## src/rtl/parallel2serial_10i_pkg.sv

```systemverilog
// Shared definitions for the frame serializer and its serial weight loader
// counterpart: FSM state encodings and default frame geometry.
package parallel2serial_10i_pkg;

    // Serializer FSM states.
    typedef enum logic {
        ST_IDLE  = 1'b0,
        ST_SHIFT = 1'b1
    } p2s_state_t;

    // Default frame geometry: ten FP32 words, 4-bit word index.
    localparam int P2S_DATA_WIDTH = 32;
    localparam int P2S_NUM_WORDS  = 10;
    localparam int P2S_CNT_W      = 4;

endpackage : parallel2serial_10i_pkg

```

## src/rtl/parallel2serial_10i_if.sv

```systemverilog
// Parallel-in / serial-out bus of the frame serializer.
// master: the serializer itself (drives in_ready and the serial side).
// slave : the environment (drives the frame and out_ready).
interface parallel2serial_10i_if
    import parallel2serial_10i_pkg::*;
#(
    parameter int DATA_WIDTH = P2S_DATA_WIDTH,
    parameter int NUM_WORDS  = P2S_NUM_WORDS,
    parameter int CNT_W      = P2S_CNT_W
);
    logic                            in_valid;
    logic                            in_ready;
    logic [DATA_WIDTH*NUM_WORDS-1:0] in_data;
    logic                            out_valid;
    logic                            out_ready;
    logic [DATA_WIDTH-1:0]           out;
    logic [CNT_W-1:0]                out_idx;
    logic                            out_last;
    logic                            busy;

    modport master (
        input  in_valid, in_data, out_ready,
        output in_ready, out_valid, out, out_idx, out_last, busy
    );

    modport slave (
        output in_valid, in_data, out_ready,
        input  in_ready, out_valid, out, out_idx, out_last, busy
    );

endinterface : parallel2serial_10i_if

```

## src/rtl/parallel2serial_10i_word_mux.sv

```systemverilog
// Combinational word select: picks word i_idx out of a packed frame.
// Out-of-range indices yield zero so the select never reads past the frame.
module parallel2serial_10i_word_mux
    import parallel2serial_10i_pkg::*;
#(
    parameter int DATA_WIDTH = P2S_DATA_WIDTH,
    parameter int NUM_WORDS  = P2S_NUM_WORDS,
    parameter int CNT_W      = P2S_CNT_W
) (
    input  logic [DATA_WIDTH*NUM_WORDS-1:0] i_frame,
    input  logic [CNT_W-1:0]                i_idx,
    output logic [DATA_WIDTH-1:0]           o_word
);

    logic [DATA_WIDTH-1:0] w_words [NUM_WORDS];

    for (genvar gi = 0; gi < NUM_WORDS; gi++) begin : g_split
        assign w_words[gi] = i_frame[gi*DATA_WIDTH +: DATA_WIDTH];
    end

    // Select the indexed word; guard the unused index encodes.
    always_comb begin
        o_word = '0;
        if (int'(i_idx) < NUM_WORDS) begin
            o_word = w_words[i_idx];
        end
    end

endmodule : parallel2serial_10i_word_mux

```

## src/rtl/parallel2serial_10i.sv

```systemverilog
// Frame serializer: captures NUM_WORDS parallel words in one handshake and
// streams them out one word per accepted beat, index 0 first.
// Optional macro P2S_BACK2BACK_EN: accept the next frame on the last beat of
// the current one, removing the idle bubble between frames.
module parallel2serial_10i
    import parallel2serial_10i_pkg::*;
#(
    parameter int DATA_WIDTH = P2S_DATA_WIDTH,
    parameter int NUM_WORDS  = P2S_NUM_WORDS,
    parameter int CNT_W      = P2S_CNT_W
) (
    input  logic                   clk,
    input  logic                   rst,
    parallel2serial_10i_if.master  bus
);

    localparam logic [CNT_W-1:0] LAST_IDX = CNT_W'(NUM_WORDS - 1);

    p2s_state_t                      r_state;
    logic [CNT_W-1:0]                r_idx;
    logic [DATA_WIDTH*NUM_WORDS-1:0] r_frame;
    logic [DATA_WIDTH-1:0]           r_out;

    p2s_state_t                      w_state_next;
    logic [CNT_W-1:0]                w_idx_next;
    logic [DATA_WIDTH*NUM_WORDS-1:0] w_frame_next;
    logic [DATA_WIDTH-1:0]           w_word_next;

    logic w_shift;
    logic w_last;
    logic w_beat;
    logic w_idx_bad;
    logic w_in_ready;
    logic w_capture;

    assign w_shift   = (r_state == ST_SHIFT);
    assign w_last    = w_shift && (r_idx == LAST_IDX);
    // out_valid equals SHIFT, so a beat is simply SHIFT with out_ready.
    assign w_beat    = w_shift && bus.out_ready;
    assign w_idx_bad = (r_idx > LAST_IDX);

`ifdef P2S_BACK2BACK_EN
    assign w_in_ready = !w_shift || (w_last && bus.out_ready);
`else
    assign w_in_ready = !w_shift;
`endif

    assign w_capture = w_in_ready && bus.in_valid;

    // The serial word is registered from the next frame/index so it stays
    // stable under backpressure and holds its last value once idle.
    parallel2serial_10i_word_mux #(
        .DATA_WIDTH (DATA_WIDTH),
        .NUM_WORDS  (NUM_WORDS),
        .CNT_W      (CNT_W)
    ) u_word_mux (
        .i_frame (w_frame_next),
        .i_idx   (w_idx_next),
        .o_word  (w_word_next)
    );

    // State register plus counter, frame and output word registers.
    always_ff @(posedge clk or posedge rst) begin
        if (rst) begin
            r_state <= ST_IDLE;
            r_idx   <= '0;
            r_frame <= '0;
            r_out   <= '0;
        end else begin
            r_state <= w_state_next;
            r_idx   <= w_idx_next;
            r_frame <= w_frame_next;
            if (w_state_next == ST_SHIFT) begin
                r_out <= w_word_next;
            end
        end
    end

    // Next-state logic: capture, advance on beats, return to IDLE after the last word.
    always_comb begin
        w_state_next = r_state;
        w_idx_next   = r_idx;
        w_frame_next = r_frame;
        case (r_state)
            ST_IDLE: begin
                w_idx_next = '0;
                if (w_capture) begin
                    w_frame_next = bus.in_data;
                    w_state_next = ST_SHIFT;
                end
            end
            ST_SHIFT: begin
                if (w_idx_bad) begin
                    // Unreachable index encode: recover to a clean IDLE.
                    w_state_next = ST_IDLE;
                    w_idx_next   = '0;
                end else if (w_beat) begin
                    if (w_last) begin
                        w_idx_next = '0;
                        if (w_capture) begin
                            w_frame_next = bus.in_data;
                            w_state_next = ST_SHIFT;
                        end else begin
                            w_state_next = ST_IDLE;
                        end
                    end else begin
                        w_idx_next = r_idx + CNT_W'(1);
                    end
                end
            end
        endcase
    end

    // Output decode from the current state and registers.
    always_comb begin
        bus.in_ready  = w_in_ready;
        bus.out_valid = w_shift;
        bus.busy      = w_shift;
        bus.out       = r_out;
        bus.out_idx   = r_idx;
        bus.out_last  = w_last;
    end

endmodule : parallel2serial_10i

```

## src/flat_wrapper.sv

```systemverilog
// flat-port wrapper written by rule: the top's interface ports become plain ports
module parallel2serial_10i_flat import parallel2serial_10i_pkg::*;
#(
    parameter int DATA_WIDTH = P2S_DATA_WIDTH,
    parameter int NUM_WORDS  = P2S_NUM_WORDS,
    parameter int CNT_W      = P2S_CNT_W
)
  (clk, rst, bus_in_valid, bus_in_data, bus_out_ready, bus_in_ready, bus_out_valid, bus_out, bus_out_idx, bus_out_last, bus_busy);
  parallel2serial_10i_if #(.DATA_WIDTH(DATA_WIDTH), .NUM_WORDS(NUM_WORDS), .CNT_W(CNT_W)) bus_i ();
  input  logic clk;
  input  logic rst;
  input wire logic [$bits(bus_i.in_valid)-1:0] bus_in_valid;
  input wire logic [$bits(bus_i.in_data)-1:0] bus_in_data;
  input wire logic [$bits(bus_i.out_ready)-1:0] bus_out_ready;
  output wire logic [$bits(bus_i.in_ready)-1:0] bus_in_ready;
  output wire logic [$bits(bus_i.out_valid)-1:0] bus_out_valid;
  output wire logic [$bits(bus_i.out)-1:0] bus_out;
  output wire logic [$bits(bus_i.out_idx)-1:0] bus_out_idx;
  output wire logic [$bits(bus_i.out_last)-1:0] bus_out_last;
  output wire logic [$bits(bus_i.busy)-1:0] bus_busy;
  assign bus_i.in_valid = bus_in_valid;
  assign bus_i.in_data = bus_in_data;
  assign bus_i.out_ready = bus_out_ready;
  assign bus_in_ready = bus_i.in_ready;
  assign bus_out_valid = bus_i.out_valid;
  assign bus_out = bus_i.out;
  assign bus_out_idx = bus_i.out_idx;
  assign bus_out_last = bus_i.out_last;
  assign bus_busy = bus_i.busy;
  parallel2serial_10i #(.DATA_WIDTH(DATA_WIDTH), .NUM_WORDS(NUM_WORDS), .CNT_W(CNT_W)) u_core (.clk(clk), .rst(rst), .bus(bus_i));
endmodule
```

## config.mk

```make
export PLATFORM = sky130hd
export DESIGN_NAME = parallel2serial_10i_flat
export DESIGN_NICKNAME = d
export VERILOG_FILES = /design/src/rtl/parallel2serial_10i_pkg.sv /design/src/rtl/parallel2serial_10i_if.sv /design/src/rtl/parallel2serial_10i_word_mux.sv /design/src/rtl/parallel2serial_10i.sv /design/src/flat_wrapper.sv
export SDC_FILE = /design/constraint.sdc
export NUM_CORES = 1
export LEC_CHECK = 0
export CAP_MARGIN = 10
export CORE_ASPECT_RATIO = 0.6
export CORE_UTILIZATION = 45
export CTS_BUF_LIST = sky130_fd_sc_hd__clkbuf_8
export DETAILED_ROUTE_END_ITERATION = 8
export HOLD_SLACK_MARGIN = 0.12
export PLACE_DENSITY = 0.72
export SLEW_MARGIN = 20
export SYNTH_ARGS = -nofsm -noshare
export SYNTH_HDL_FRONTEND = slang
export SYNTH_SLANG_ARGS = --single-unit
```

## constraint.sdc

```tcl
create_clock -name clk -period 12.9 [get_ports clk]
set_clock_uncertainty 0.15 [all_clocks]
set_input_delay 2.58 -clock clk [delete_from_list [all_inputs] [get_ports clk]]
set_output_delay 2.58 -clock clk [all_outputs]
set_load 0.005 [all_outputs]
```

==> results.toml, run 1 <==
[placement]
gp_congestion = 0.970
io_buffers = 363
dp_hpwl_mm = 44.8

[route]
wl_met1_mm = 28.0
avgRoutedWirePerCell_um = 22.9
dr.max_layer_used = "met5"
first_pass_iters = 5
drt_iter0_markers = 1622
vias_per_cell = 5.72
dr_wl_met3_mm = 7.02
ant_nets = 0
drc = 0
wl_met2_mm = 26.8
via_count = 16035
wirelength_mm = 64.2

[global_routing]
track_usage_pct = 31.9
overflow = 0
grt_pass1_wl_mm = 96.1
grt_max_degree = 186
antenna_found_initial = 7
grt_pass1_vias = 15392

[synth]
ys_seq_elements = 357
synth_edf_count = 0
synth-warning-count = 0
synth.avg_cell_area_um2 = 8.94
synthMuxAreaShare_pct = 6.01
synthSimpleGateAreaFrac_pct = 20.8
yosysSeqAreaShare_pct = 50.8
syn-cell-area_um2 = 17600
synthDistinctLibCells = 65
synthXorXnorAreaFrac_pct = 0.199
synthFlopType = "dfrtp_1"
synth_top_family_by_area = "simple AND/OR/NAND/NOR gates"
syn-num-nets = 2292
synth_compound_area_share_pct = 17.2
synthArstFlopShare_pct = 100
syn_inst = 1965
yosys.area_share.adder_pct = 0.214

[pwr]
peakVddDrop_mv = 0.125
power_frac_seq_pct = 33.7
power.internal_uw = 3260
p_sw_uw = 2460
finalPower_uw = 5730
p_sw_share_pct = 43.0
pwr-share-comb_pct = 49.4
power_density_nw_per_um2 = 254
p_leak_uw = 0.0103
clock_power_share_pct = 16.9

[clock_tree]
worstSkewPairLatency_ns = 0.62
cts.sinks = 357
htreeDepth = 2
cts_buffers = 54
cts_resized = 0
cts_root_buf = "clkbuf_8"
clkTransAtPathRegs_ns = 0.07
cts_hold_buf = 0
post-cts-setup-buffers = 0
cts_tree = "yes"
cts_buffer_depth = 3

[timing]
tightest_slew_ns = 1.11
period_share_pct = 49.4
rsz0062_at_grt = "no"
relSlewSlack_pct = 26.1
setup_tns_ns = 0
drv_slew = 0
clock.fmax_mhz = 157
hold_violations = 0
finalSetupViolCount = 0
post-route-min-period_ns = 6.38

[floorplan]
row_count = 55
io_pins = 364
start_util_pct = 46.2
die_y_um = 155
core-area_um2 = 38100
dieArea_um2 = 39900
die_x_um = 257

[setup_path]
critPathBufInv = 2
endpoint_kind = "register"
cp-start-kind = "input pin"
rrSetupSlack_ns = 7.28
required_ns = 13.27
ff2ff_path_depth = 9
cp_slowest_cell = "a22oi_4"
path_max_fanout = 74
cp_top_family = "compound AO/OA/AOI/OAI gates"
r2r_end = "u_core.bus.out[14]"
reg2reg_from = "u_core.bus.out_idx[0]"
critical_path_class = "in -> reg"
slowest_delay_ns = 1.16
critical_path_arrival_ns = 6.74
path_cells = "buf_2 > buf_4 > nand3_2 > a22oi_4 > nand3_1 > a41oi_1 > a21oi_1 > o31ai_1"

[final_layout]
drive_gt1_share_pct = 9.41
finalCoreUtilization_pct = 59.3
final_nets = 2569
area_delta_synth_final_pct = 28.3

[min_path]
hold_depth = 2
hold_class = "reg -> reg"
min_from = "u_core.r_frame[163]"
hold_path_end = "u_core.r_frame[163]"

[job]
cap_violations = 0

[status]
status = "completed"
-- worst max-delay path by stage --
stage	from	to	slack (ns)	cells after the start
after floorplan	rst	u_core.bus.busy	0.26	1
after global placement	bus_in_valid	u_core.bus.out[26]	5.99	10
after detailed placement	bus_in_valid	u_core.bus.out[25]	5.90	10
after CTS	bus_in_valid	u_core.bus.out[25]	6.54	10
after global routing	bus_out_ready	u_core.bus.out[14]	6.27	8
final	bus_out_ready	u_core.bus.out[14]	6.52	8
-- cell usage after synthesis, types with 2 or more instances --
cell type / n / area (um^2)
nand2_1: 723 / 2710
dfrtp_1: 357 / 8930
a21oi_1: 153 / 766
clkbuf_1: 77 / 289
mux2_2: 76 / 856
buf_2: 62 / 310
and3_1: 61 / 382
o21ai_0: 51 / 255
nand3_1: 35 / 175
and2_1: 34 / 213
o211ai_1: 32 / 240
a211oi_1: 31 / 233
o31ai_1: 31 / 233
a311oi_1: 29 / 254
a41oi_1: 29 / 254
o22a_1: 29 / 254
a21boi_0: 25 / 188
buf_4: 17 / 128
mux2_1: 16 / 180
o21ai_1: 11 / 55.1
inv_1: 7 / 26.3
a21boi_1: 6 / 45.0
buf_1: 6 / 22.5
a31oi_1: 5 / 31.3
nor2_1: 5 / 18.8
buf_6: 4 / 45.0
ha_1: 3 / 37.5
nor2b_1: 3 / 18.8
xnor2_1: 3 / 26.3
a21o_1: 2 / 15.0
a22oi_1: 2 / 15.0
a2bb2oi_1: 2 / 17.5
mux2i_1: 2 / 20.0
nand3b_1: 2 / 15.0
o21ai_2: 2 / 17.5
or2_1: 2 / 12.5
or3_1: 2 / 12.5
-- tightest hold or removal path: cells and delay by family (launching register included) --
kind / cells / cell delay [ns]
simple gates: 2 / 0.10
flops: 1 / 0.33
-- sequential cells by signal, indices dropped and copies added, names as in the netlist --
name,flops
u_core.r_frame,320
u_core.bus.out,32
u_core.bus.busy,1
u_core.bus.out_idx,4
-- kinds of logic (layout without fill, tap and decap cells) --
logic type               Yosys count  after routing
adder cells (fa/ha/maj)            3              3
buffers and inverters            175            494
multiplexers                      94             94
flip-flops                       357            357
other                              0              5
AO/OA/AOI/OAI                    453            453
XOR/XNOR                           4              4
AND/OR/NAND/NOR                  879            879
-- area by class of cell --
| type | instances | area (um^2) |
|---|---|---|
| antenna | 5 | 12.5 |
| clock inverter | 25 | 114 |
| fill | 3328 | 15500 |
| multi-input combinational | 1433 | 7930 |
| clock buffer | 73 | 1000 |
| inverter | 9 | 41.3 |
| timing repair buffer | 387 | 3880 |
| tap | 513 | 642 |
| sequential | 357 | 8930 |
-- power by group through the flow --
stage / combinational (uW) / clock (uW) / sequential, uW
finish: 2830 / 968 / 1930
global route: 3060 / 1030 / 1980
floorplan: 1830 / 0 / 1870
CTS: 2760 / 985 / 1920
detailed placement: 2750 / 0 / 1940
global placement: 2680 / 0 / 1920
-- metal layers --
layer | track usage (%) | vias to the layer above
li1 | - | 7299
met1 | 44.3 | 7830
met2 | 44.9 | 773
met3 | 11.8 | 129
met4 | 12.2 | 4
met5 | 0 | -
-- cell usage in the layout (no fill, tap or decap), types with 25 or more instances in the layout --
cell	netlist	final
nand2_1	723	722
clkdlybuf4s50_1	0	362
dfrtp_1	357	356
a21oi_1	153	152
mux2_2	76	76
clkbuf_8	0	73
and3_1	61	61
o21ai_0	51	51
and2_1	34	34
nand3_1	35	34
o211ai_1	32	32
a211oi_1	31	31
o31ai_1	31	31
o22a_1	29	29
a41oi_1	29	29
a21boi_0	25	25
-- per-stage QoR --
stage	std cells	worst slack, ns	hold slack (ns)	cell area [um^2]
4_1_cts	2795	6.54	0.321	22500
2_1_floorplan	1965	0.265	0.283	17600
5_1_grt	2798	6.27	0.335	22500
6_report	2802	6.52	0.317	22600
3_5_place_dp	2697	5.90	0.304	21300
3_3_place_gp	2697	5.99	0.297	21300
No activity file was read; power rests on OpenSTA's default activity.
==> run 2, diff against run 1 <==
--- a/config.mk
+++ b/config.mk
@@ -11,7 +11,7 @@
 export CTS_BUF_LIST = sky130_fd_sc_hd__clkbuf_8
 export DETAILED_ROUTE_END_ITERATION = 8
 export HOLD_SLACK_MARGIN = 0.12
-export PLACE_DENSITY = 0.72
+export PLACE_DENSITY = 0.7
 export SLEW_MARGIN = 20
 export SYNTH_ARGS = -nofsm -noshare
 export SYNTH_HDL_FRONTEND = slang
==> constraint.sdc (replaced) <==
create_clock -name clk -period 5.97 [get_ports clk]
set_clock_uncertainty 0.15 [all_clocks]
set_input_delay 1.194 -clock clk [delete_from_list [all_inputs] [get_ports clk]]
set_output_delay 1.194 -clock clk [all_outputs]
set_load 0.005 [all_outputs]
==> run 2 against run 1 <==
Worst hold slack hardly changed. Global-route usage is 2.1 points lower. Combinational power rose by 110%. Via count is 1.9% lower. Cell count is 0.29% lower. Critical endpoint is now u_core.bus.out[24].
==> results.toml, run 2 (synthesis results as in run 1) <==
[status]
status = "completed"

[route]
vias_per_cell = 5.63
avgRoutedWirePerCell_um = 21.4
drc = 0
first_pass_iters = 6
wirelength_mm = 59.9
drt_iter0_markers = 1537
ant_nets = 0
via_count = 15729

[setup_path]
endpoint_kind = "register"
critical_path_arrival_ns = 4.42
r2r_end = "u_core.bus.out[24]"
crit_end = "u_core.bus.out[24]"
cp-startpoint = "u_core.bus.busy"
reg2reg_from = "u_core.bus.busy"
required_ns = 6.33
path_max_fanout = 66
ff2ff_path_depth = 8
critical_path_class = "reg -> reg"
rrSetupSlack_ns = 1.91
cp-start-kind = "register"

[clock_tree]
clkTransAtPathRegs_ns = 0.06
htreeDepth = 2
post-cts-setup-buffers = 0
cts_tree = "yes"
worstSkewPairLatency_ns = 0.61
cts_root_buf = "clkbuf_8"
cts.sinks = 357
cts_resized = 0
cts_buffer_depth = 3
cts_hold_buf = 0
cts_buffers = 54

[floorplan]
core-area_um2 = 38100
row_count = 55
io_pins = 364
start_util_pct = 46.2
dieArea_um2 = 39900
die_x_um = 257
die_y_um = 155

[placement]
place_inst = 2704
io_buffers = 363
gp_congestion = 0.887
dp_hpwl_mm = 41.6

[timing]
tightest_slew_ns = 1.12
drv_slew = 0
rsz0062_at_grt = "no"
post-route-min-period_ns = 4.06
period_share_pct = 68.0
relSlewSlack_pct = 25.1
holdWs_ns = 0.317
clock.fmax_mhz = 246
finalSetupViolCount = 0
hold_violations = 0

[global_routing]
grt_pass1_vias = 15256
track_usage_pct = 29.8
grt_max_degree = 208
antenna_found_initial = 7
grt_pass1_wl_mm = 91.1
overflow = 0

[final_layout]
final_common_cell = "nand2_1"
final_nets = 2575
drive_gt1_share_pct = 8.82
area_delta_synth_final_pct = 27.5
layout_common_cells = "nand2_1 (723), clkdlybuf4s50_1 (362), dfrtp_1 (356)"
final_cells = 2794
top_register = "u_core.r_frame"
finalCoreUtilization_pct = 58.9
largest_register_ffs = 320

[pwr]
power_frac_seq_pct = 34.8
p_leak_uw = 0.0102
p_sw_uw = 5120
peakVddDrop_mv = 0.253
p_sw_share_pct = 42.4
pwr-share-comb_pct = 49.3
power_density_nw_per_um2 = 539
clock_power_share_pct = 15.9
power.internal_uw = 6960

[job]
cap_violations = 0

[min_path]
hold_class = "reg -> reg"
[run 2: cell types whose count changed in the layout (fill, tap and decap cells not counted), sizes merged]
cell    before  now
clkbuf      73   65
buf         25   31
diode        5    2
clkinv       6    3
[run 2: power by group through the flow]
stage	logic, uW	registers, uW	clock network (uW)
floorplan	3960	4040	0
finish	5950	4200	1930
CTS	5880	4200	1950
global placement	5710	4180	0
global route	6480	4320	2070
detailed placement	5850	4230	0
[run 2: worst min-delay path by stage]
stage                                   start             endpoint  slack, ns  depth (start not counted)
after floorplan           u_core.r_frame[123]  u_core.r_frame[123]       0.28                          2
after global placement    u_core.r_frame[123]  u_core.r_frame[123]       0.30                          2
after detailed placement  u_core.r_frame[123]  u_core.r_frame[123]       0.30                          2
after CTS                 u_core.r_frame[123]  u_core.r_frame[123]       0.32                          2
after global routing      u_core.r_frame[170]  u_core.r_frame[170]       0.33                          2
final                     u_core.r_frame[234]  u_core.r_frame[234]       0.32                          2
[run 2: critical path, cell delays in order (launching register included)]
cell	delay (ns)
dfrtp_1	0.47
buf_4	0.49
and2b_1	0.34
a31o_4	0.43
buf_4	0.67
o211ai_1	0.24
a41oi_1	0.74
a21oi_1	0.13
o31ai_1	0.26
[run 2: cell type report]
class	count	area (um^2)
Fill cell	3347	15600
Sequential cell	357	8930
Multi-Input combinational cell	1433	7880
Timing Repair Buffer	393	3930
Clock buffer	65	895
Tap cell	513	642
Clock inverter	22	90.1
Inverter	9	37.5
Antenna cell	2	5.00
[run 2: per-stage QoR]
stage,total power [uW],setup TNS (ns),worst slack (ns),instance area [um^2]
floorplan,8000,-56.52,-0.158,17600
global placement,9890,0,1.47,21400
detailed placement,10100,0,1.48,21400
CTS,12000,0,1.98,22400
global route,12900,0,1.68,22400
finish,12100,0,1.91,22400
[run 2: per-layer routing]
| metal | track usage, % | up-vias | wire (um) |
|---|---|---|---|
| met5 | 0 | - | 62 |
| li1 | - | 7297 | - |
| met3 | 8.46 | 107 | 5520 |
| met4 | 7.43 | 10 | 1390 |
| met1 | 42.1 | 7702 | 26000 |
| met2 | 45.1 | 613 | 26900 |
==> run 3, diff against run 2 <==
==> constraint.sdc (replaced) <==
create_clock -name clk -period 3.97 [get_ports clk]
set_clock_uncertainty 0.15 [all_clocks]
set_input_delay 0.794 -clock clk [delete_from_list [all_inputs] [get_ports clk]]
set_output_delay 0.794 -clock clk [all_outputs]
set_load 0.005 [all_outputs]
==> run 3 against run 2 <==
Total power rose by 55%. Critical endpoint is now u_core.bus.out[21]. Critical path type unchanged. Largest power group unchanged. Largest cell class unchanged. Cell count rose by 1.3%. Sequential power rose by 52%. Global-route usage rose by 1.0 points.
==> results.toml, run 3 (synthesis results as in run 1) <==
[status]
status = "completed"

[route]
wl_met1_mm = 27.7
avgRoutedWirePerCell_um = 21.7
wirelength_mm = 61.5
drc = 0
via_count = 16088
drt_iter0_markers = 1617
first_pass_iters = 5
ant_nets = 0
dr.max_layer_used = "met5"
vias_per_cell = 5.68
wl_met2_mm = 26.8
dr_wl_met3_mm = 5.18

[timing]
tightest_slew_ns = 0.880
finalSetupViolCount = 0
clock.fmax_mhz = 290
drv_slew = 0
rsz0062_at_grt = "no"
relSlewSlack_pct = 40.9
hold_violations = 0
setup_tns_ns = 0
post-route-min-period_ns = 3.45
period_share_pct = 86.8

[floorplan]
core-area_um2 = 38100
die_x_um = 257
row_count = 55
io_pins = 364
die_y_um = 155
dieArea_um2 = 39900
start_util_pct = 46.2

[final_layout]
final_common_cell = "nand2_1"
final_nets = 2599
area_delta_synth_final_pct = 30.0
layout_common_cells = "nand2_1 (723), clkdlybuf4s50_1 (362), dfrtp_1 (356)"
final_cells = 2831
final.fill_count = 3292
finalCoreUtilization_pct = 60.0
multi_input_area_um2 = 7880
top_register = "u_core.r_frame"
fin_area_um2 = 22800
regArea_um2 = 8930
largest_register_ffs = 320
drive_gt1_share_pct = 10.2

[setup_path]
rrSetupSlack_ns = 0.52
endpoint_kind = "register"
cp_slowest_cell = "a311oi_1"
critPathBufInv = 2
required_ns = 4.30
ff2ff_path_depth = 8
slowest_delay_ns = 0.80
critical_path_arrival_ns = 3.77
r2r_end = "u_core.bus.out[21]"
critical_path_class = "reg -> reg"
cp-start-kind = "register"
cp_top_family = "compound AO/OA/AOI/OAI gates"
path_max_fanout = 24
reg2reg_from = "u_core.bus.out_idx[1]"
path_cells = "inv_1 > ha_1 > or2_1 > a31oi_4 > nor2_2 > buf_4 > a311oi_1 > o31ai_1"

[global_routing]
grt_pass1_vias = 15725
grt_max_degree = 98
grt_pass1_wl_mm = 94.2
track_usage_pct = 30.8
overflow = 0
antenna_found_initial = 4

[placement]
place_area_um2 = 21700
gp_congestion = 0.944
io_buffers = 363
dp_hpwl_mm = 44.0
place_inst = 2729

[clock_tree]
cts_hold_buf = 0
htreeDepth = 2
cts_root_buf = "clkbuf_8"
cts_buffer_depth = 3
cts_tree = "yes"
cts_buffers = 54
clkTransAtPathRegs_ns = 0.07
cts_resized = 0
post-cts-setup-buffers = 0
cts.sinks = 357
worstSkewPairLatency_ns = 0.62

[pwr]
p_leak_uw = 0.0105
peakVddDrop_mv = 0.479
power_density_nw_per_um2 = 820
finalPower_uw = 18700

[min_path]
hold_depth = 2
hold_path_end = "u_core.r_frame[169]"
min_from = "u_core.r_frame[169]"
hold_class = "reg -> reg"

[job]
cap_violations = 0
-- run 3: changes by cell type in the layout (fill, tap and decap cells not counted), sizes merged --
cell and delta:
buf +24, clkbuf +10, clkinv +3, clkinvlp -1, diode +1
-- run 3: final cells by class --
| cell class | count | share of cell area [%] |
|---|---|---|
| diodes | 3 | 0.0329 |
| repair buffers | 417 | 18.4 |
| clock buffers | 75 | 4.52 |
| well taps | 513 | 2.81 |
| clock inverters | 24 | 0.427 |
| multi-input cells | 1433 | 34.5 |
| flip-flops and latches | 357 | 39.1 |
| inverters | 9 | 0.164 |
-- run 3: worst max path at each step --
stage	endpoint	slack, ns	start	cells after the start
4_1_cts	u_core.bus.out[21]	0.53	u_core.bus.out_idx[1]	8
2_1_floorplan	u_core.bus.busy	-1.76	rst	1
6_report	u_core.bus.out[21]	0.52	u_core.bus.out_idx[1]	8
3_3_place_gp	u_core.bus.out[21]	0.32	bus_out_ready	7
3_5_place_dp	u_core.bus.out[21]	0.30	bus_out_ready	7
5_1_grt	u_core.bus.out[21]	0.37	u_core.bus.out_idx[1]	8
-- run 3: worst min-delay path: stages (launching register included) --
cell and delay (ns):
dfrtp_1 0.33, nand2_1 0.05, nand2_1 0.05
-- run 3: where the power goes --
| group | total (uW) | leakage [uW] | switching, uW | internal, uW |
|---|---|---|---|---|
| Combinational | 9190 | 0.00540 | 5500 | 3700 |
| Sequential | 6370 | 0.00441 | 898 | 5470 |
| Clock | 3160 | 0.000659 | 1490 | 1670 |
| Total | 18700 | 0.0105 | 7890 | 10800 |
-- run 3: through the flow --
stage          hold WS, ns  worst slack, ns
3_5_place_dp         0.302            0.299
5_1_grt              0.328            0.370
4_1_cts              0.316            0.530
2_1_floorplan        0.283            -1.76
3_3_place_gp         0.294            0.319
6_report             0.315            0.524
-- run 3: layer usage --
| metal | vias up | GRT usage [%] |
|---|---|---|
| met5 | - | 0 |
| met4 | 2 | 10.1 |
| met3 | 105 | 6.92 |
| met2 | 721 | 45.4 |
| met1 | 7900 | 44.7 |
| li1 | 7360 | - |
